**config.mk**
```make
export PLATFORM = sky130hd
export DESIGN_NAME = multicycle_control_flat
export DESIGN_NICKNAME = d
export VERILOG_FILES = /design/src/rtl/multicycle_control_if.sv /design/src/rtl/multicycle_control.sv /design/src/flat_wrapper.sv
export SDC_FILE = /design/constraint.sdc
export NUM_CORES = 1
export LEC_CHECK = 0
export ABC_AREA = 1
export BUFFER_PORTS_ARGS = -buffer_cell sky130_fd_sc_hd__buf_2
export CAP_MARGIN = 20
export CORE_AREA = 3 3 62 64
export DETAILED_ROUTE_END_ITERATION = 10
export DIE_AREA = 0 0 65 67
export GPL_TIMING_DRIVEN = 0
export SLEW_MARGIN = 20
export SYNTH_ARGS = -nofsm -noshare
export SYNTH_HDL_FRONTEND = slang
export SYNTH_SLANG_ARGS = --single-unit
```
**constraint.sdc**
```tcl
create_clock -name clk -period 1.35 [get_ports clk]
set_input_delay 0.135 -clock clk [delete_from_list [all_inputs] [get_ports clk]]
set_output_delay 0.135 -clock clk [all_outputs]
set_load 0.01 [all_outputs]
```
**src/rtl/multicycle_control_if.sv**
```systemverilog
// Control bundle between the multicycle MIPS sequencer and its shared-ALU datapath.
// The controller is the master: it consumes IR fields and status flags and drives every select/strobe.
interface multicycle_control_if;
    logic [5:0] opcode_i;
    logic [5:0] funct_i;
    logic       zero_i;
    logic       mem_ready_i;
    logic [3:0] alu_operation_o;
    logic       alu_src_a_o;
    logic [1:0] alu_src_b_o;
    logic       imm_zext_o;
    logic       iord_o;
    logic       mem_read_o;
    logic       mem_write_o;
    logic       ir_write_o;
    logic       reg_dst_o;
    logic       mem_to_reg_o;
    logic       reg_write_o;
    logic [1:0] pc_source_o;
    logic       pc_write_o;
    logic       illegal_o;

    modport master (
        input  opcode_i, funct_i, zero_i, mem_ready_i,
        output alu_operation_o, alu_src_a_o, alu_src_b_o, imm_zext_o, iord_o,
               mem_read_o, mem_write_o, ir_write_o, reg_dst_o, mem_to_reg_o,
               reg_write_o, pc_source_o, pc_write_o, illegal_o
    );

    modport slave (
        output opcode_i, funct_i, zero_i, mem_ready_i,
        input  alu_operation_o, alu_src_a_o, alu_src_b_o, imm_zext_o, iord_o,
               mem_read_o, mem_write_o, ir_write_o, reg_dst_o, mem_to_reg_o,
               reg_write_o, pc_source_o, pc_write_o, illegal_o
    );
endinterface

```
**src/rtl/multicycle_control.sv**
```systemverilog
// Multicycle MIPS control FSM: fetch/decode/execute/memory/writeback sequencing with
// memory-ready wait states; outputs are Moore-decoded from state, gated by mem_ready_i/zero_i.
module multicycle_control (
    input  logic                        clk,
    input  logic                        reset,
    multicycle_control_if.master        bus
);
    localparam logic [3:0] ALU_NONE = 4'b0000;
    localparam logic [3:0] ALU_SUB  = 4'b0001;
    localparam logic [3:0] ALU_OR   = 4'b0010;
    localparam logic [3:0] ALU_ADD  = 4'b0011;
    localparam logic [3:0] ALU_LUI  = 4'b0100;
    localparam logic [3:0] ALU_SLL  = 4'b0101;
    localparam logic [3:0] ALU_SRL  = 4'b0110;
    localparam logic [3:0] ALU_AND  = 4'b0111;
    localparam logic [3:0] ALU_NOR  = 4'b1000;

    typedef enum logic [3:0] {
        S_RST      = 4'd0,
        S_FETCH    = 4'd1,
        S_DECODE   = 4'd2,
        S_R_EXEC   = 4'd3,
        S_R_WB     = 4'd4,
        S_I_EXEC   = 4'd5,
        S_I_WB     = 4'd6,
        S_MEM_ADDR = 4'd7,
        S_MEM_RD   = 4'd8,
        S_MEM_WB   = 4'd9,
        S_MEM_WR   = 4'd10,
        S_BRANCH   = 4'd11,
        S_JUMP     = 4'd12,
        S_ILLEGAL  = 4'd13
    } state_t;

    state_t     state_q, state_d;
    logic [5:0] opcode_q;
    logic [5:0] funct_q;

    function automatic logic [3:0] alu_from_funct(input logic [5:0] f);
        case (f)
            6'h20:   return ALU_ADD;
            6'h22:   return ALU_SUB;
            6'h24:   return ALU_AND;
            6'h25:   return ALU_OR;
            6'h27:   return ALU_NOR;
            6'h00:   return ALU_SLL;
            6'h02:   return ALU_SRL;
            default: return ALU_NONE;
        endcase
    endfunction

    function automatic logic [3:0] alu_from_imm_op(input logic [5:0] op);
        case (op)
            6'h08:   return ALU_ADD;
            6'h0C:   return ALU_AND;
            6'h0D:   return ALU_OR;
            6'h0F:   return ALU_LUI;
            default: return ALU_NONE;
        endcase
    endfunction

    // State register
    always_ff @(posedge clk or negedge reset) begin
        if (!reset) begin
            state_q <= S_RST;
        end else begin
            state_q <= state_d;
        end
    end

    // IR fields are captured in DECODE only, so later IR activity cannot disturb execution
    always_ff @(posedge clk or negedge reset) begin
        if (!reset) begin
            opcode_q <= 6'h00;
            funct_q  <= 6'h00;
        end else if (state_q == S_DECODE) begin
            opcode_q <= bus.opcode_i;
            funct_q  <= bus.funct_i;
        end else begin
            opcode_q <= opcode_q;
            funct_q  <= funct_q;
        end
    end

    // Next-state decode
    always_comb begin
        state_d = S_FETCH;
        case (state_q)
            S_RST:      state_d = S_FETCH;
            S_FETCH:    state_d = bus.mem_ready_i ? S_DECODE : S_FETCH;
            S_DECODE: begin
                case (bus.opcode_i)
                    6'h00: begin
                        if (alu_from_funct(bus.funct_i) != ALU_NONE) begin
                            state_d = S_R_EXEC;
                        end else begin
                            state_d = S_ILLEGAL;
                        end
                    end
                    6'h08, 6'h0C, 6'h0D, 6'h0F: state_d = S_I_EXEC;
                    6'h23, 6'h2B:               state_d = S_MEM_ADDR;
                    6'h04, 6'h05:               state_d = S_BRANCH;
                    6'h02:                      state_d = S_JUMP;
                    default:                    state_d = S_ILLEGAL;
                endcase
            end
            S_R_EXEC:   state_d = S_R_WB;
            S_I_EXEC:   state_d = S_I_WB;
            S_MEM_ADDR: state_d = (opcode_q == 6'h23) ? S_MEM_RD : S_MEM_WR;
            S_MEM_RD:   state_d = bus.mem_ready_i ? S_MEM_WB : S_MEM_RD;
            S_MEM_WR:   state_d = bus.mem_ready_i ? S_FETCH : S_MEM_WR;
            default:    state_d = S_FETCH;
        endcase
    end

    // Output decode; unreachable encodings fall to the all-zero defaults
    always_comb begin
        bus.alu_operation_o = ALU_NONE;
        bus.alu_src_a_o     = 1'b0;
        bus.alu_src_b_o     = 2'd0;
        bus.imm_zext_o      = 1'b0;
        bus.iord_o          = 1'b0;
        bus.mem_read_o      = 1'b0;
        bus.mem_write_o     = 1'b0;
        bus.ir_write_o      = 1'b0;
        bus.reg_dst_o       = 1'b0;
        bus.mem_to_reg_o    = 1'b0;
        bus.reg_write_o     = 1'b0;
        bus.pc_source_o     = 2'd0;
        bus.pc_write_o      = 1'b0;
        bus.illegal_o       = 1'b0;
        case (state_q)
            S_FETCH: begin
                bus.mem_read_o      = 1'b1;
                bus.alu_operation_o = ALU_ADD;
                bus.alu_src_b_o     = 2'd1;
                bus.ir_write_o      = bus.mem_ready_i;
                bus.pc_write_o      = bus.mem_ready_i;
            end
            S_DECODE: begin
                bus.alu_operation_o = ALU_ADD;
                bus.alu_src_b_o     = 2'd3;
            end
            S_R_EXEC: begin
                bus.alu_src_a_o     = 1'b1;
                bus.alu_operation_o = alu_from_funct(funct_q);
            end
            S_R_WB: begin
                bus.reg_dst_o   = 1'b1;
                bus.reg_write_o = 1'b1;
            end
            S_I_EXEC: begin
                bus.alu_src_a_o     = 1'b1;
                bus.alu_src_b_o     = 2'd2;
                bus.alu_operation_o = alu_from_imm_op(opcode_q);
                bus.imm_zext_o      = (opcode_q == 6'h0C) || (opcode_q == 6'h0D);
            end
            S_I_WB:     bus.reg_write_o = 1'b1;
            S_MEM_ADDR: begin
                bus.alu_src_a_o     = 1'b1;
                bus.alu_src_b_o     = 2'd2;
                bus.alu_operation_o = ALU_ADD;
            end
            S_MEM_RD: begin
                bus.mem_read_o = 1'b1;
                bus.iord_o     = 1'b1;
            end
            S_MEM_WB: begin
                bus.mem_to_reg_o = 1'b1;
                bus.reg_write_o  = 1'b1;
            end
            S_MEM_WR: begin
                bus.mem_write_o = 1'b1;
                bus.iord_o      = 1'b1;
            end
            S_BRANCH: begin
                bus.alu_src_a_o     = 1'b1;
                bus.alu_operation_o = ALU_SUB;
                bus.pc_source_o     = 2'd1;
                bus.pc_write_o      = (opcode_q == 6'h04) ? bus.zero_i : ~bus.zero_i;
            end
            S_JUMP: begin
                bus.pc_source_o = 2'd2;
                bus.pc_write_o  = 1'b1;
            end
            S_ILLEGAL:  bus.illegal_o = 1'b1;
            default:    bus.illegal_o = 1'b0;
        endcase
    end
endmodule

```
**src/flat_wrapper.sv**
```systemverilog
// flat-port wrapper written by rule: the top's interface ports become plain ports
module multicycle_control_flat 
  (clk, reset, bus_opcode_i, bus_funct_i, bus_zero_i, bus_mem_ready_i, bus_alu_operation_o, bus_alu_src_a_o, bus_alu_src_b_o, bus_imm_zext_o, bus_iord_o, bus_mem_read_o, bus_mem_write_o, bus_ir_write_o, bus_reg_dst_o, bus_mem_to_reg_o, bus_reg_write_o, bus_pc_source_o, bus_pc_write_o, bus_illegal_o);
  multicycle_control_if bus_i ();
  input  logic clk;
  input  logic reset;
  input wire logic [$bits(bus_i.opcode_i)-1:0] bus_opcode_i;
  input wire logic [$bits(bus_i.funct_i)-1:0] bus_funct_i;
  input wire logic [$bits(bus_i.zero_i)-1:0] bus_zero_i;
  input wire logic [$bits(bus_i.mem_ready_i)-1:0] bus_mem_ready_i;
  output wire logic [$bits(bus_i.alu_operation_o)-1:0] bus_alu_operation_o;
  output wire logic [$bits(bus_i.alu_src_a_o)-1:0] bus_alu_src_a_o;
  output wire logic [$bits(bus_i.alu_src_b_o)-1:0] bus_alu_src_b_o;
  output wire logic [$bits(bus_i.imm_zext_o)-1:0] bus_imm_zext_o;
  output wire logic [$bits(bus_i.iord_o)-1:0] bus_iord_o;
  output wire logic [$bits(bus_i.mem_read_o)-1:0] bus_mem_read_o;
  output wire logic [$bits(bus_i.mem_write_o)-1:0] bus_mem_write_o;
  output wire logic [$bits(bus_i.ir_write_o)-1:0] bus_ir_write_o;
  output wire logic [$bits(bus_i.reg_dst_o)-1:0] bus_reg_dst_o;
  output wire logic [$bits(bus_i.mem_to_reg_o)-1:0] bus_mem_to_reg_o;
  output wire logic [$bits(bus_i.reg_write_o)-1:0] bus_reg_write_o;
  output wire logic [$bits(bus_i.pc_source_o)-1:0] bus_pc_source_o;
  output wire logic [$bits(bus_i.pc_write_o)-1:0] bus_pc_write_o;
  output wire logic [$bits(bus_i.illegal_o)-1:0] bus_illegal_o;
  assign bus_i.opcode_i = bus_opcode_i;
  assign bus_i.funct_i = bus_funct_i;
  assign bus_i.zero_i = bus_zero_i;
  assign bus_i.mem_ready_i = bus_mem_ready_i;
  assign bus_alu_operation_o = bus_i.alu_operation_o;
  assign bus_alu_src_a_o = bus_i.alu_src_a_o;
  assign bus_alu_src_b_o = bus_i.alu_src_b_o;
  assign bus_imm_zext_o = bus_i.imm_zext_o;
  assign bus_iord_o = bus_i.iord_o;
  assign bus_mem_read_o = bus_i.mem_read_o;
  assign bus_mem_write_o = bus_i.mem_write_o;
  assign bus_ir_write_o = bus_i.ir_write_o;
  assign bus_reg_dst_o = bus_i.reg_dst_o;
  assign bus_mem_to_reg_o = bus_i.mem_to_reg_o;
  assign bus_reg_write_o = bus_i.reg_write_o;
  assign bus_pc_source_o = bus_i.pc_source_o;
  assign bus_pc_write_o = bus_i.pc_write_o;
  assign bus_illegal_o = bus_i.illegal_o;
  multicycle_control u_core (.clk(clk), .reset(reset), .bus(bus_i));
endmodule
```
==> results.py, run 1 <==
metrics = {
    "sta": {
        "period_share_pct": 124,
        "grt_setup_unrepaired": "yes",
        "max_freq_mhz": 597,
        "finalHoldViolations": 0,
        "skew_ns": 0.000395,
        "final_max_slew_viol_count": 0,
        "period_needed_ns": 1.67,
        "slew_headroom_pct": 76.1,
        "setup_ws_ns": -0.325,
        "worstMarginPinSlew_ns": 0.358,
        "setup_viol_count_final": 31,
        "fin_setup_tns_ns": -5.58,
    },
    "critical_path": {
        "crit_required_ns": 1.22,
        "arrival_ns": 1.54,
        "worstPathMaxFanout": 5,
        "timing.setup.critical_path_class": "reg -> out",
        "startpoint_type": "flop",
        "crit_path_end_kind": "output port",
    },
    "power_and_ir_drop": {
        "powerDensity_nw_per_um2": 2020,
        "vdd_drop_max_uv": 614,
        "power.total_w": 0.00380,
        "p_leak_nw": 0.998,
    },
    "yosys": {
        "avgSynthCellArea_sq_um": 6.12,
        "syn_area_sq_um": 1220,
        "synth_enable_flop_cells": 0,
        "synth_top_family_by_area": "simple AND/OR/NAND/NOR gates",
        "post_synth_xor_area_fraction_pct": 0,
        "synth_cell_types": 24,
        "synthMuxAreaShare_pct": 0,
        "ys.flop_type": "dfrtp_1",
        "ys_ff_latch": 16,
        "synthSimpleGateAreaFrac_pct": 45.0,
        "syn_nets": 215,
        "yosysSeqAreaShare_pct": 32.9,
        "syn_inst": 199,
        "synth_compound_area_share_pct": 10.7,
        "yosys_warnings": 0,
        "ys_async_sr_fraction_pct": 100,
        "synth_fa_ha_area_share_pct": 0,
    },
    "die": {
        "num_rows": 21,
        "dieArea_sq_um": 4360,
        "die_height_um": 67,
        "io_pins": 35,
        "initial_core_util_pct": 36.5,
        "die_width_um": 65,
        "core-area_sq_um": 3340,
    },
    "global_route": {
        "track_usage_pct": 15.9,
        "grt_first_pass_wirelength_mm": 5.45,
        "grt_pass1_vias": 1254,
        "gr-total-overflow": 0,
        "grt_max_degree": 17,
        "antenna_found_initial": 0,
    },
    "status": {
        "status": "finished, violations left",
        "violations": "negative setup slack",
    },
    "clock_network": {
        "cts_buffer_depth": 2,
        "path_clk_slew_ns": 0.09,
        "clk_latency_ns": 0.28,
        "htreeDepth": 1,
        "clock-sinks": 16,
        "cts_tree": "done",
        "cts_buffers": 3,
        "cts-root-buf": "clkbuf_4",
    },
    "place": {
        "port_buffers": 34,
        "place_congestion": 0.857,
        "place_area_sq_um": 1450,
        "detailed_place_hpwl_mm": 2.39,
    },
    "layout": {
        "nFillCells": 322,
        "area_delta_synth_final_pct": 54.7,
        "drive_gt1_share_pct": 42.2,
        "design_area_sq_um": 1880,
        "diodes": 0,
        "nets": 275,
    },
    "min_path": {
        "hp-class": "in -> reg",
    },
    "detailed_routing": {
        "vias": 1401,
        "drtPass1Iterations": 4,
        "drc_errors": 0,
        "drt-wirelength-per-cell_um": 11.8,
        "dr.first_iter.drc_count": 106,
        "vias_per_cell": 4.61,
        "antenna_left": 0,
        "wirelength_mm": 3.58,
    },
    "run": {
        "cap_violations": 0,
    },
}
[cell usage after synthesis, types with 2 or more instances]
cell      n  area [sq um]
nand2_1  53           199
nor2_1   38           143
inv_1    31           116
dfrtp_1  16           400
o21ai_0  16          80.1
nand3_1  12          60.1
nand4_1   5          31.3
o21ai_1   4          20.0
nor2_4    3          33.8
nor3_1    3          15.0
buf_4     2          15.0
inv_2     2          7.51
nand2_2   2          12.5
or2_2     2          12.5
[power by group]
group          switching [W]  total [W]  internal, W
combinational        0.00141    0.00254      0.00114
sequential          0.000218   0.000938     0.000720
clock               0.000149   0.000313     0.000164
total                0.00177    0.00380      0.00202
[final timing paths]
check                                  startpoint                  to  slack (ns)  cells after the start
worst max-delay path            u_core.state_q[0]      bus_pc_write_o       -0.32                      7
worst min-delay path               bus_funct_i[5]   u_core.funct_q[5]        0.06                      3
worst max register to register  u_core.state_q[0]  u_core.opcode_q[4]       -0.20                      7
worst min register to register  u_core.funct_q[5]   u_core.funct_q[5]        0.56                      2
max in group asynchronous                   reset   u_core.state_q[3]        0.74                      2
min in group asynchronous                   reset   u_core.state_q[0]        0.33                      2
[worst max-delay path, cell delays in order (launching register included)]
cell	delay (ns)
dfrtp_2	0.48
nand2_4	0.14
nor2_4	0.06
nand2_2	0.06
inv_2	0.05
or2_1	0.19
o21bai_1	0.14
buf_2	0.13
[final cells by class]
| class | count | area (sq um) | area share, % |
|---|---|---|---|
| multi-input cells | 148 | 838 | 44.5 |
| flip-flops and latches | 16 | 403 | 21.4 |
| repair buffers | 55 | 394 | 20.9 |
| inverters | 33 | 131 | 6.98 |
| well taps | 46 | 57.6 | 3.06 |
| clock buffers | 4 | 36.3 | 1.93 |
| plain buffers | 2 | 22.5 | 1.20 |
[through the flow]
stage,utilization (%),hold slack [ns],instances,setup slack (ns)
after floorplan,-,-0.161,199,0.00593
after global placement,43.3,0.0685,279,-0.114
after detailed placement,43.3,0.0649,279,-0.0993
after CTS,50.1,0.0637,296,-0.308
after global routing,56.4,0.0608,304,-0.425
final,56.4,0.0625,304,-0.325
[metal layers]
metal | track usage, % | share of wire (%) | vias to the layer above
met4 | 7.12 | 0.70 | 0
met1 | 21.5 | 47 | 625
li1 | - | - | 739
met3 | 1.69 | 3.5 | 2
met2 | 25.4 | 48 | 35
met5 | 0 | 0 | -
[registers in the layout (all words and copies together) (netlist names)]
| name | cells |
|---|---|
| u_core.opcode_q | 6 |
| u_core.state_q | 4 |
| u_core.funct_q | 6 |
[logic make-up after synthesis]
family | count (synthesis)
flops | 16
compound gates | 24
buf+inv | 35
simple gates | 124
[placed cells by master, fill, tap and decap left out, drive strengths merged, types with 3 or more instances in the layout]
cell	synthesis	final
dfrtp	16	16
or2	4	4
nand4	5	5
nand3	12	12
buf	2	56
clkbuf	0	4
o21ai	20	20
nand2	55	55
nor2	42	42
nor3	3	3
inv	33	32
[repair_timing]
| action | 4_1_cts | 5_1_grt |
|---|---|---|
| pin swaps | 10 | 10 |
| buffers inserted | 12 | 9 |
| hold endpoints to repair | 16 | 0 |
| hold buffers | 1 | 0 |
| endpoints found under the setup margin | 19 | 35 |
| cloned | 0 | 1 |
| resized for setup | 30 | 47 |
No activity file was read; power rests on OpenSTA's default activity.
==> run 2, diff against run 1 <==
==> constraint.sdc (replaced) <==
create_clock -name clk -period 1.35 [get_ports clk]
set_input_delay 0.135 -clock clk [delete_from_list [all_inputs] [get_ports clk]]
set_output_delay 0.135 -clock clk [all_outputs]
set_load 0.05 [all_outputs]
==> results.py, run 2 (synthesized netlist as in run 1, its figures left out) <==
metrics = {
    "status": {
        "status": "finished, violations left",
        "violations": "negative setup slack",
    },
    "layout": {
        "design_area_sq_um": 2320,
        "nFillCells": 260,
        "drive_gt1_share_pct": 54.4,
        "largest_registers": "u_core.funct_q: 6 flops, u_core.opcode_q: 6 flops, u_core.state_q: 4 flops",
        "area_delta_synth_final_pct": 90.2,
        "final_cell_mix": "nand2_1 (28), inv_1 (26), nor2_1 (23)",
        "final_common_cell": "nand2_1",
        "nets": 280,
        "diodes": 0,
        "final_util_pct": 69.4,
        "final_cells": 309,
    },
    "die": {
        "die_width_um": 65,
        "core-area_sq_um": 3340,
        "dieArea_sq_um": 4360,
        "io_pins": 35,
        "initial_core_util_pct": 36.5,
        "die_height_um": 67,
        "num_rows": 21,
    },
    "sta": {
        "final_max_slew_viol_count": 0,
        "period_needed_ns": 1.80,
        "setup_viol_count_final": 35,
        "skew_ns": 0.0114,
        "finalHoldViolations": 0,
        "period_share_pct": 134,
        "fin_setup_tns_ns": -7.93,
        "worstMarginPinSlew_ns": 0.375,
        "max_freq_mhz": 554,
        "slew_headroom_pct": 75.0,
        "grt_setup_unrepaired": "yes",
        "setup_ws_ns": -0.453,
    },
    "clock_network": {
        "clk_latency_ns": 0.28,
        "clock-sinks": 16,
        "htreeDepth": 1,
        "cts_buffer_depth": 2,
        "cts_tree": "done",
        "path_clk_slew_ns": 0.10,
        "cts_buffers": 3,
        "cts-root-buf": "clkbuf_4",
    },
    "detailed_routing": {
        "drtPass1Iterations": 4,
        "drc_errors": 0,
        "drt-wirelength-per-cell_um": 15.0,
        "dr.first_iter.drc_count": 139,
        "wirelength_mm": 4.62,
        "vias": 1529,
        "vias_per_cell": 4.95,
        "antenna_left": 0,
    },
    "global_route": {
        "grt_first_pass_wirelength_mm": 6.09,
        "antenna_found_initial": 0,
        "track_usage_pct": 18.0,
        "grt_max_degree": 17,
        "gr-total-overflow": 0,
        "grt_pass1_vias": 1354,
    },
    "place": {
        "dp_cells": 279,
        "detailed_place_hpwl_mm": 2.46,
        "place_ws_ns": -0.269,
        "place_congestion": 0.868,
        "port_buffers": 34,
        "place_area_sq_um": 1520,
    },
    "min_path": {
        "hp-class": "in -> reg",
    },
    "critical_path": {
        "cp_num_buf_inv": 3,
        "cp_slowest_stage_delay_ns": 0.43,
        "worstPathMaxFanout": 4,
        "startpoint_type": "flop",
        "crit_path_end_kind": "output port",
        "timing.setup.critical_path_class": "reg -> out",
        "crit_chain": "inv_4, nand2_4, nor2_4, nand2_2, inv_2, or2_1, o21bai_4, buf_8",
        "crit_required_ns": 1.22,
        "crit_family": "simple AND/OR/NAND/NOR gates",
        "cp_slowest_cell": "dfrtp_1",
        "arrival_ns": 1.67,
    },
    "power_and_ir_drop": {
        "vdd_drop_max_uv": 634,
        "powerDensity_nw_per_um2": 2470,
        "p_leak_nw": 1.20,
    },
    "run": {
        "cap_violations": 0,
    },
}
run 2: what timing repair did:
action,4_1_cts,5_1_grt
endpoints found under the hold margin,16,0
gates cloned,0,2
setup endpoints to repair,19,35
pin swaps,19,18
setup buffers,14,12
gates resized for setup,89,76
hold buffers,1,0
run 2: routing by layer:
metal	GRT usage (%)	vias to the layer above	wire, um
met5	0	-	0
li1	-	753	-
met1	24.3	701	1800
met4	7.39	0	154
met3	1.18	16	199
met2	29.5	59	2470
run 2: path summary, 6_finish.rpt:
kind,start,endpoint,slack (ns),cells past startpoint
worst max-delay path,u_core.state_q[2],bus_pc_write_o,-0.45,8
worst min-delay path,bus_funct_i[5],u_core.funct_q[5],0.08,3
worst max register to register,u_core.state_q[1],u_core.opcode_q[2],-0.21,8
worst min register to register,u_core.opcode_q[4],u_core.opcode_q[4],0.58,2
max in group asynchronous,reset,u_core.state_q[0],0.74,2
min in group asynchronous,reset,u_core.state_q[1],0.32,2
run 2: stage by stage:
step / hold slack, ns / total power (W)
after detailed placement: 0.0703 / 0.00340
after global routing: 0.0848 / 0.00603
after floorplan: -0.161 / 0.00289
after CTS: 0.0750 / 0.00474
after global placement: 0.0695 / 0.00339
final: 0.0827 / 0.00573
run 2: cell type report:
type                            instances  area (sq um)  share of cell area [%]
Multi-Input combinational cell        148          1040                    44.8
Clock buffer                            4          36.3                    1.57
Buffer                                  2          30.0                    1.30
Sequential cell                        16           403                    17.4
Inverter                               33           136                    5.89
Tap cell                               46          57.6                    2.49
Timing Repair Buffer                   60           616                    26.6
run 2: where the power goes:
part	internal (W)	leakage (nW)	total (W)	switching (W)
registers	0.000720	0.195	0.000981	0.000260
logic	0.00182	0.981	0.00443	0.00261
clock network	0.000164	0.0210	0.000318	0.000154
total	0.00270	1.20	0.00573	0.00303
run 2: worst register-to-register path, delay by kind of cell (launching register included):
family	cells	cell delay (ns)
buffers and inverters	4	0.52
DFF	1	0.45
and+or+nand+nor	3	0.43
AOI/OAI and AO/OA	1	0.09
==> run 3, diff against run 2 <==
--- a/config.mk
+++ b/config.mk
@@ -12,6 +12,7 @@
 export DETAILED_ROUTE_END_ITERATION = 10
 export DIE_AREA = 0 0 65 67
 export GPL_TIMING_DRIVEN = 0
+export SKIP_LAST_GASP = 1
 export SLEW_MARGIN = 20
 export SYNTH_ARGS = -nofsm -noshare
 export SYNTH_HDL_FRONTEND = slang
==> results.py, run 3 (synthesized netlist as in run 1, its figures left out) <==
metrics = {
    "critical_path": {
        "cp_slowest_cell": "dfrtp_2",
        "worstPathMaxFanout": 4,
        "arrival_ns": 1.67,
        "cpMostUsedCell": "inv_2",
        "startpoint_type": "flop",
        "cp_num_buf_inv": 3,
        "timing.setup.critical_path_class": "reg -> out",
        "crit_chain": "inv_2, nand2_4, nor2_4, nand2_2, inv_2, or2_1, o21bai_4, buf_8",
        "crit_path_end_kind": "output port",
        "crit_required_ns": 1.22,
        "crit_family": "flip-flops",
        "cp_slowest_stage_delay_ns": 0.47,
    },
    "place": {
        "detailed_place_hpwl_mm": 2.46,
        "place_congestion": 0.868,
        "dp_cells": 279,
        "port_buffers": 34,
        "place_ws_ns": -0.269,
    },
    "clock_network": {
        "cts-root-buf": "clkbuf_4",
        "cts_buffers": 3,
        "path_clk_slew_ns": 0.09,
        "clk_latency_ns": 0.28,
        "clock-sinks": 16,
        "cts_tree": "done",
        "cts_buffer_depth": 2,
        "htreeDepth": 1,
    },
    "detailed_routing": {
        "dr.first_iter.drc_count": 143,
        "vias_per_cell": 4.98,
        "wirelength_mm": 4.43,
        "vias": 1545,
        "drtPass1Iterations": 4,
        "drc_errors": 0,
        "antenna_left": 0,
        "drt-wirelength-per-cell_um": 14.3,
    },
    "sta": {
        "period_needed_ns": 1.81,
        "grt_setup_unrepaired": "yes",
        "finalHoldViolations": 0,
        "setup_ws_ns": -0.456,
        "slew_headroom_pct": 75.5,
        "skew_ns": 0.00105,
        "worstMarginPinSlew_ns": 0.367,
        "period_share_pct": 134,
        "setup_viol_count_final": 35,
        "final_max_slew_viol_count": 0,
        "max_freq_mhz": 554,
    },
    "power_and_ir_drop": {
        "power_frac_seq_pct": 17.8,
        "power_switching_w": 0.00286,
        "powerDensity_nw_per_um2": 2510,
        "power.total_w": 0.00542,
        "switching_share_pct": 52.8,
        "p_leak_nw": 1.10,
        "power_frac_comb_pct": 76.5,
        "intPower_w": 0.00256,
        "p_clk_share_pct": 5.7,
        "vdd_drop_max_uv": 619,
    },
    "status": {
        "status": "finished, violations left",
        "violations": "negative setup slack",
    },
    "layout": {
        "largest_registers": "u_core.funct_q: 6 flops, u_core.opcode_q: 6 flops, u_core.state_q: 4 flops",
        "multi_input_area_sq_um": 916,
        "final_util_pct": 64.6,
        "final-seq-area_sq_um": 403,
        "diodes": 0,
        "final_common_cell": "nand2_1",
        "final_cells": 310,
        "drive_gt1_share_pct": 46.2,
        "final_cell_mix": "nand2_1 (41), inv_1 (26), nor2_1 (23)",
        "nFillCells": 295,
        "nets": 281,
        "area_delta_synth_final_pct": 77.1,
    },
    "min_path": {
        "hp-class": "in -> reg",
    },
    "die": {
        "die_width_um": 65,
        "dieArea_sq_um": 4360,
        "num_rows": 21,
        "core-area_sq_um": 3340,
        "die_height_um": 67,
        "io_pins": 35,
        "initial_core_util_pct": 36.5,
    },
    "global_route": {
        "grt_max_degree": 17,
        "grt_first_pass_wirelength_mm": 6.07,
        "gr-total-overflow": 0,
        "grt_pass1_vias": 1343,
        "track_usage_pct": 17.9,
        "antenna_found_initial": 0,
    },
    "run": {
        "cap_violations": 0,
    },
}
-- run 3: cell count changes in the layout (fill, tap and decap cells not counted) --
cell	delta
buf_8	-3
clkbuf_16	-2
buf_4	+3
nand2_1	+13
nand2_4	-11
o21ai_0	+9
o21ai_2	-9
buf_6	+3
nand2_2	-2
-- run 3: per-layer routing --
| metal | part of all wire [%] | routed length (um) | GRT usage, % | vias up |
|---|---|---|---|---|
| met5 | 0 | 0 | 0 | - |
| met4 | 3.2 | 143 | 7.39 | 0 |
| met3 | 4.4 | 195 | 1.18 | 14 |
| met2 | 52 | 2290 | 29.6 | 63 |
| met1 | 41 | 1790 | 24.1 | 714 |
| li1 | - | - | - | 754 |
-- run 3: worst register-to-register path, stage by stage, from the launching register on --
cell,delay [ns]
dfrtp_1,0.44
inv_2,0.08
or2_4,0.26
nor2_4,0.12
buf_6,0.13
buf_4,0.11
buf_6,0.11
buf_4,0.14
o21ai_0,0.07
-- run 3: worst paths after layout --
kind                                   startpoint                 to  slack (ns)  cells past startpoint
worst max-delay path            u_core.state_q[3]     bus_pc_write_o       -0.46                      8
worst min register to register  u_core.funct_q[3]  u_core.funct_q[3]        0.57                      2
worst min-delay path               bus_funct_i[5]  u_core.funct_q[5]        0.07                      3
min in group asynchronous                   reset  u_core.state_q[0]        0.33                      2
max in group asynchronous                   reset  u_core.state_q[3]        0.74                      2
worst max register to register  u_core.state_q[1]  u_core.funct_q[4]       -0.22                      8
-- run 3: repair_timing --
item                                    in CTS  in global routing
cloned                                       0                  2
hold buffers                                 1                  0
gates resized for setup                     80                 40
endpoints found under the hold margin       16                  0
pin swaps                                   16                 15
endpoints found under the setup margin      19                 35
buffers inserted                            14                 12
-- run 3: layout make-up --
cell class / count / share of cell area, %
Multi-Input combinational cell: 148 / 42.5
Timing Repair Buffer: 61 / 27.1
Sequential cell: 16 / 18.7
Inverter: 33 / 6.33
Tap cell: 46 / 2.67
Clock buffer: 4 / 1.68
Buffer: 2 / 1.04
-- run 3: stage by stage --
stage               hold WS [ns]  TNS (ns)  area (sq um)
detailed placement        0.0703     -1.55          1520
global route              0.0902    -10.05          2160
CTS                       0.0729     -5.41          1940
finish                    0.0744     -8.12          2160
floorplan                 -0.161     -1.24          1300
global placement          0.0695     -1.51          1520
-- run 3: power groups by stage --
stage	clock network (W)	registers (W)	logic [W]
2_1_floorplan	0	0.000871	0.00202
3_3_place_gp	0	0.000912	0.00248
3_5_place_dp	0	0.000916	0.00249
4_1_cts	0.000318	0.000915	0.00346
5_1_grt	0.000346	0.000985	0.00437
6_report	0.000311	0.000963	0.00415
